==> src/rtl/stage_fetch_multi.sv <==
// Decoupled multi-slot fetch stage: one aligned bundle request in flight to the icache,
// predecode of the latched bundle, predictor query and truncated push into the instruction buffer.
module stage_fetch_multi #(
   parameter int          FETCH_WIDTH = 4,
   parameter int          IB_CNT_W    = 4,
   parameter logic [31:0] RESET_PC    = 32'h0,
   parameter bit          JALR_STALL  = 1'b1
) (
   input  logic                        clock,
   input  logic                        reset_n,
   output logic                        ic_req_valid,
   input  logic                        ic_req_ready,
   output logic [31:0]                 ic_req_addr,
   input  logic                        ic_resp_valid,
   input  logic [32*FETCH_WIDTH-1:0]   ic_resp_data,
   output logic                        bp_req_valid,
   output logic [31:0]                 bp_req_pc,
   input  logic                        bp_resp_taken,
   input  logic [31:0]                 bp_resp_target,
   input  logic                        redirect_valid,
   input  logic [31:0]                 redirect_pc,
   input  logic [IB_CNT_W-1:0]         ib_free_slots,
   output logic [FETCH_WIDTH-1:0]      fetch_valid,
   output logic [32*FETCH_WIDTH-1:0]   fetch_pc,
   output logic [32*FETCH_WIDTH-1:0]   fetch_inst,
   output logic [FETCH_WIDTH-1:0]      fetch_is_branch,
   output logic                        fetch_pred_taken,
   output logic [31:0]                 fetch_pred_target,
   output logic [1:0]                  dbg_state
);

   localparam int BB     = FETCH_WIDTH * 4;
   localparam int OFF_W  = $clog2(BB);
   localparam int SLOT_W = $clog2(FETCH_WIDTH);

   localparam logic [6:0] OP_BRANCH = 7'b1100011;
   localparam logic [6:0] OP_JAL    = 7'b1101111;
   localparam logic [6:0] OP_JALR   = 7'b1100111;

   typedef enum logic [1:0] {S_IDLE, S_WAIT, S_HOLD, S_BLOCK} state_t;

   // Handshakes: a request or response transfers on the rising edge where valid and ready
   // (resp: valid while in WAIT) are both high; valid never depends on the same-cycle ready.
   state_t                     state, state_n;
   logic [31:0]                pc, pc_n;
   logic                       kill, kill_n;
   logic [31:0]                base;
   logic [SLOT_W-1:0]          start;
   logic [32*FETCH_WIDTH-1:0]  bundle;
   logic                       capture, latch;

   logic                       in_hold, cf_found, is_br, is_jal, is_jalr, truncate;
   logic [SLOT_W-1:0]          cf_slot;
   logic [31:0]                cf_word, slot_pc, jimm, seq_pc, next_pc;
   logic [FETCH_WIDTH-1:0]     mask;
   logic [SLOT_W:0]            count;
   logic                       room, push, block_next;
   logic                       unused_bits;

   assign in_hold = (state == S_HOLD);

   always_comb begin
      cf_found = 1'b0;
      cf_slot  = '0;
      for (int i = 0; i < FETCH_WIDTH; i++) begin
         logic [6:0] opc;
         opc = bundle[32*i +: 7];
         if (!cf_found && i >= int'(start) &&
             (opc == OP_BRANCH || opc == OP_JAL || opc == OP_JALR)) begin
            cf_found = 1'b1;
            cf_slot  = SLOT_W'(i);
         end
      end
   end

   assign cf_word  = bundle[32*cf_slot +: 32];
   assign is_br    = cf_found && (cf_word[6:0] == OP_BRANCH);
   assign is_jal   = cf_found && (cf_word[6:0] == OP_JAL);
   assign is_jalr  = cf_found && (cf_word[6:0] == OP_JALR);
   assign slot_pc  = base + (32'(cf_slot) << 2);
   assign jimm     = {{12{cf_word[31]}}, cf_word[19:12], cf_word[20], cf_word[30:21], 1'b0};
   assign seq_pc   = base + 32'(BB);
   assign truncate = is_jal || is_jalr || (is_br && bp_resp_taken);

   always_comb begin
      mask  = '0;
      count = '0;
      for (int i = 0; i < FETCH_WIDTH; i++) begin
         mask[i] = (i >= int'(start)) && (!truncate || i <= int'(cf_slot));
         count   = count + (SLOT_W+1)'(mask[i]);
      end
   end

   always_comb begin
      next_pc = seq_pc;
      if (is_jal)
         next_pc = slot_pc + jimm;
      else if (is_br && bp_resp_taken)
         next_pc = bp_resp_target;
   end

   assign block_next = is_jalr && JALR_STALL;
   assign room       = (32'(ib_free_slots) >= 32'(count));
   assign push       = in_hold && !redirect_valid && room;

   assign ic_req_valid      = reset_n && (state == S_IDLE) && !redirect_valid;
   assign ic_req_addr       = {pc[31:OFF_W], {OFF_W{1'b0}}};
   assign bp_req_valid      = in_hold && is_br;
   assign bp_req_pc         = bp_req_valid ? slot_pc : 32'h0;
   assign fetch_valid       = push ? mask : '0;
   assign fetch_inst        = bundle;
   assign fetch_is_branch   = (push && is_br) ? (FETCH_WIDTH'(1) << cf_slot) : '0;
   assign fetch_pred_taken  = push && is_br && bp_resp_taken;
   assign fetch_pred_target = (push && is_br) ? bp_resp_target : 32'h0;
   assign dbg_state         = state;
   assign unused_bits       = ^{pc[1:0], cf_word[11:7]};

   for (genvar g = 0; g < FETCH_WIDTH; g++) begin : g_pc
      assign fetch_pc[32*g +: 32] = reset_n ? (base + 32'(4*g)) : 32'h0;
   end

   always_comb begin
      state_n = state;
      pc_n    = pc;
      kill_n  = kill;
      capture = 1'b0;
      latch   = 1'b0;
      case (state)
         S_IDLE: begin
            if (redirect_valid)
               pc_n = redirect_pc;
            else if (ic_req_valid && ic_req_ready) begin
               capture = 1'b1;
               state_n = S_WAIT;
            end
         end
         S_WAIT: begin
            if (redirect_valid) begin
               pc_n = redirect_pc;
               if (ic_resp_valid) begin
                  kill_n  = 1'b0;
                  state_n = S_IDLE;
               end else
                  kill_n = 1'b1;
            end else if (ic_resp_valid) begin
               if (kill) begin
                  kill_n  = 1'b0;
                  state_n = S_IDLE;
               end else begin
                  latch   = 1'b1;
                  state_n = S_HOLD;
               end
            end
         end
         S_HOLD: begin
            if (redirect_valid) begin
               pc_n    = redirect_pc;
               state_n = S_IDLE;
            end else if (push) begin
               pc_n    = next_pc;
               state_n = block_next ? S_BLOCK : S_IDLE;
            end
         end
         S_BLOCK: begin
            if (redirect_valid) begin
               pc_n    = redirect_pc;
               state_n = S_IDLE;
            end
         end
         default: state_n = S_IDLE;
      endcase
   end

   always_ff @(posedge clock or negedge reset_n) begin
      if (!reset_n) begin
         state <= S_IDLE;
         pc    <= RESET_PC;
         kill  <= 1'b0;
      end else begin
         state <= state_n;
         pc    <= pc_n;
         kill  <= kill_n;
      end
   end

   always_ff @(posedge clock or negedge reset_n) begin
      if (!reset_n) begin
         base   <= 32'h0;
         start  <= '0;
         bundle <= '0;
      end else begin
         if (capture) begin
            base  <= {pc[31:OFF_W], {OFF_W{1'b0}}};
            start <= pc[OFF_W-1:2];
         end
         if (latch)
            bundle <= ic_resp_data;
      end
   end

endmodule

==> config.mk <==
export PLATFORM = sky130hd
export DESIGN_NAME = stage_fetch_multi
export DESIGN_NICKNAME = d
export VERILOG_FILES = /design/src/rtl/stage_fetch_multi.sv
export SDC_FILE = /design/constraint.sdc
export NUM_CORES = 1
export LEC_CHECK = 0
export ABC_AREA = 1
export CAP_MARGIN = 20
export CORE_AREA = 2 2 222 224
export CTS_BUF_LIST = sky130_fd_sc_hd__clkbuf_8
export DETAILED_ROUTE_END_ITERATION = 12
export DIE_AREA = 0 0 224 226
export GPL_ROUTABILITY_DRIVEN = 0
export GPL_TIMING_DRIVEN = 1
export PLACE_DENSITY = 0.58
export SLEW_MARGIN = 20
export SYNTH_ARGS = -nofsm -noshare
export SYNTH_HDL_FRONTEND = slang
export SYNTH_SLANG_ARGS = --single-unit
export TNS_END_PERCENT = 5
==> constraint.sdc <==
create_clock -name clock -period 5.7 [get_ports clock]
set_clock_uncertainty 0.15 [all_clocks]
set_input_delay 0.855 -clock clock [delete_from_list [all_inputs] [get_ports clock]]
set_output_delay 0.855 -clock clock [all_outputs]
set_load 0.01 [all_outputs]
==> qor.csv <==
stage,metric,value,unit
sta,clock.fmax,175,MHz
sta,fin_ws,-0.0291,ns
grt,grt_pass1_vias,13000,
logic_synthesis,dominantRegCellSynth,dfrtp_1,
placed_design,dpl.hpwl,44.2,mm
detailed_routing,first_pass_iters,5,
floorplanning,die_y,226,um
floorplanning,die-area,50600,um2
detailed_routing,route.vias.total,13100,
logic_synthesis,ys_ff_latch,191,
clocking,clock_latency,0.58,ns
sta,rsz0062_at_grt,yes,
clocking,clk_path_buf_depth,2,
sta,maxSlewHeadroom,42.4,%
logic_synthesis,synth_top_area_share,36.5,%
finish,syn_to_final_growth,46.1,%
finish,final_cell_mix,"504 x clkdlybuf4s50_1, 225 x nand2_1, 190 x dfrtp_1",
power_and_ir_drop,p_per_area,545,nW/um2
detailed_routing,met3_length,4.91,mm
sta,fin_hold_ws,0.161,ns
detailed_routing,detail-route-antenna-nets,0,
job,maxCapViolCount,0,
critical_path,rr_endpoint,pc[20],
status,status,finished with violations,
logic_synthesis,synthTopCellsByArea,"dfrtp_1 37%, mux2_2 9.7%, buf_4 7.9%, nand2_1 6.7%, nor2_1 6.5%",
status,violations,negative setup slack,
floorplanning,num_rows,81,
clocking,cts.reportedPaths.clkPinSlew,0.11,ns
sta,finalCritPeriodShare,101,%
logic_synthesis,syn_inst,1654,
floorplanning,initial_core_util,27.1,%
critical_path,r2r_slack,0.52,ns
grt,grt_pass1_wl,82.3,mm
clocking,cts_buffers,17,
grt,grt_max_degree,110,
detailed_routing,via_per_inst,4.79,
clocking,htree_levels,4,
clocking,cts_sinks,191,
logic_synthesis,synth_area_leader_cell,dfrtp_1,
finish,fin_util,39.5,%
min_path,hp-class,in -> async,
critical_path,crit_required,4.70,ns
detailed_routing,top_layer,met4,
logic_synthesis,synth-edff-count,0,
detailed_routing,drt-initial-drc-count,786,
logic_synthesis,synth_area,13100,um2
finish,drive_above_1_share,16.5,%
grt,overflow,0,
finish,final_net_count,2329,
sta,slew_viol_final,0,
critical_path,crit_fanout,7,
sta,worstMarginPinSlew,0.863,ns
floorplanning,ios,567,
critical_path,criticalPathCategory,reg -> out,
clocking,cts_tree,yes,
critical_path,end_kind,output port,
detailed_routing,drc,0,
sta,hold_violations,0,
detailed_routing,drt-total-wl,57.2,mm
floorplanning,core_area,48300,um2
logic_synthesis,seq_area_frac_synth,36.5,%
sta,setup_violations,2,
detailed_routing,detail_route.wl_per_cell,21.0,um
logic_synthesis,syn_area_per_cell,7.91,um2
logic_synthesis,yosysWarnings,0,
grt,antenna_found_initial,2,
critical_path,r2r_start,fetch_inst[100],
power_and_ir_drop,leakagePower,0.00869,uW
detailed_routing,met2RoutedLength,28.8,mm
critical_path,startpoint_type,flip-flop,
grt,grt_usage,22.1,%
sta,post-route-min-period,5.73,ns
logic_synthesis,synthArstFlopShare,100,%
power_and_ir_drop,irDropWorstVdd,373,uV
floorplanning,die_x,224,um
logic_synthesis,yosysUniqueCellTypes,49,
critical_path,crit_arrival,4.72,ns
critical_path,worst_r2r_path_depth,27,
clocking,cts-root-buf,clkbuf_8,
detailed_routing,wl_met1,22.2,mm
finish,final_common_cell,clkdlybuf4s50_1,
placed_design,port_buffers,546,
per-layer routing:
metal / vias up / GRT usage (%)
li1: 6126 / -
met1: 6289 / 25.3
met2: 586 / 39.2
met3: 61 / 6.87
met4: 0 / 7.18
met5: - / 0
critical path: stages (launching register included):
cell	delay, ns
dfrtp_2	0.46
inv_4	0.09
nand2_4	0.06
nor2_4	0.12
nand3_4	0.16
nand4_4	0.18
buf_6	0.12
o211ai_1	0.08
nand2_1	0.13
nor2_4	0.04
nand2_2	0.08
nand3_4	0.10
a21oi_2	0.17
fa_1	0.43
ha_2	0.20
ha_4	0.26
inv_2	0.04
ha_4	0.24
a21boi_2	0.13
o21ai_1	0.08
nand2_1	0.13
nand4_4	0.14
buf_12	0.20
buf_12	0.14
buf_8	0.13
nor2_2	0.07
buf_2	0.14
cells in the mapped netlist (4+ instances only):
library cell	number
a21o_1	6
a21oi_1	132
a31oi_1	8
buf_2	17
buf_4	138
buf_6	5
clkbuf_1	35
dfrtp_1	191
ha_1	35
inv_1	184
inv_2	8
mux2_2	113
nand2_1	233
nand2_2	4
nand3_1	94
nand3_2	4
nand4_1	38
nor2_1	226
nor2_2	19
nor3_1	23
o21a_1	8
o21ai_0	34
o21ai_1	4
o22ai_1	18
xnor2_1	9
xor2_1	28
sequential cells by signal, indices dropped and copies added, names as in the netlist:
signal      cells
dbg_state       2
kill            1
pc             30
fetch_inst    128
start           2
base           28
where the power goes:
part	switching (uW)	total, uW	leakage (uW)	internal, uW
Sequential	627	2590	0.00222	1960
Clock	622	1040	0.000222	421
Combinational	3690	6770	0.00624	3080
Total	4940	10400	0.00869	5470
stage by stage:
| stage | setup TNS [ns] | power [uW] | cell area [um2] | worst slack (ns) | cells |
|---|---|---|---|---|---|
| global placement | 0 | 9070 | 18300 | 0.151 | 2670 |
| CTS | -0.244 | 10300 | 18800 | -0.114 | 2710 |
| floorplan | 0 | 6390 | 13100 | 0.845 | 1671 |
| detailed placement | 0 | 9130 | 18300 | 0.0925 | 2670 |
| finish | -0.0444 | 10400 | 19100 | -0.0291 | 2728 |
| global route | -4.10 | 11200 | 19100 | -0.229 | 2727 |
worst max path at each step:
stage | from | end | slack [ns]
floorplan | fetch_inst[4] | fetch_pred_target[10] | 0.85
global placement | start[1] | fetch_pred_target[13] | 0.15
detailed placement | start[1] | fetch_pred_target[13] | 0.09
CTS | start[1] | fetch_pred_target[13] | -0.11
global route | fetch_inst[100] | fetch_is_branch[0] | -0.23
finish | start[1] | fetch_is_branch[0] | -0.03
what timing repair did:
item	4_1_cts	5_1_grt
hold buffers	0	0
pin swaps	7	26
endpoints found under the setup margin	41	41
gates cloned	1	0
resized for setup	166	76
buffers inserted	7	15
cell families (layout without fill, tap and decap cells):
logic type | after synthesis | count (layout) | share of synthesized area, %
flops | 191 | 191 | 36.5
buf+inv | 391 | 823 | 15.8
simple gates | 659 | 659 | 22.3
mux | 113 | 113 | 9.73
fa+ha+maj | 37 | 37 | 3.65
compound gates | 225 | 225 | 9.51
other cells | 1 | 21 | 0.0287
xor+xnor | 37 | 37 | 2.48
final cells by class:
class	instances	area, um2
Antenna cell	3	7.51
Clock buffer	17	234
Clock inverter	15	223
Fill cell	4929	29200
Inverter	193	727
Multi-Input combinational cell	1089	6560
Sequential cell	191	4780
Tap cell	622	778
Timing Repair Buffer	598	5790
(Power assumes the default switching activity.)
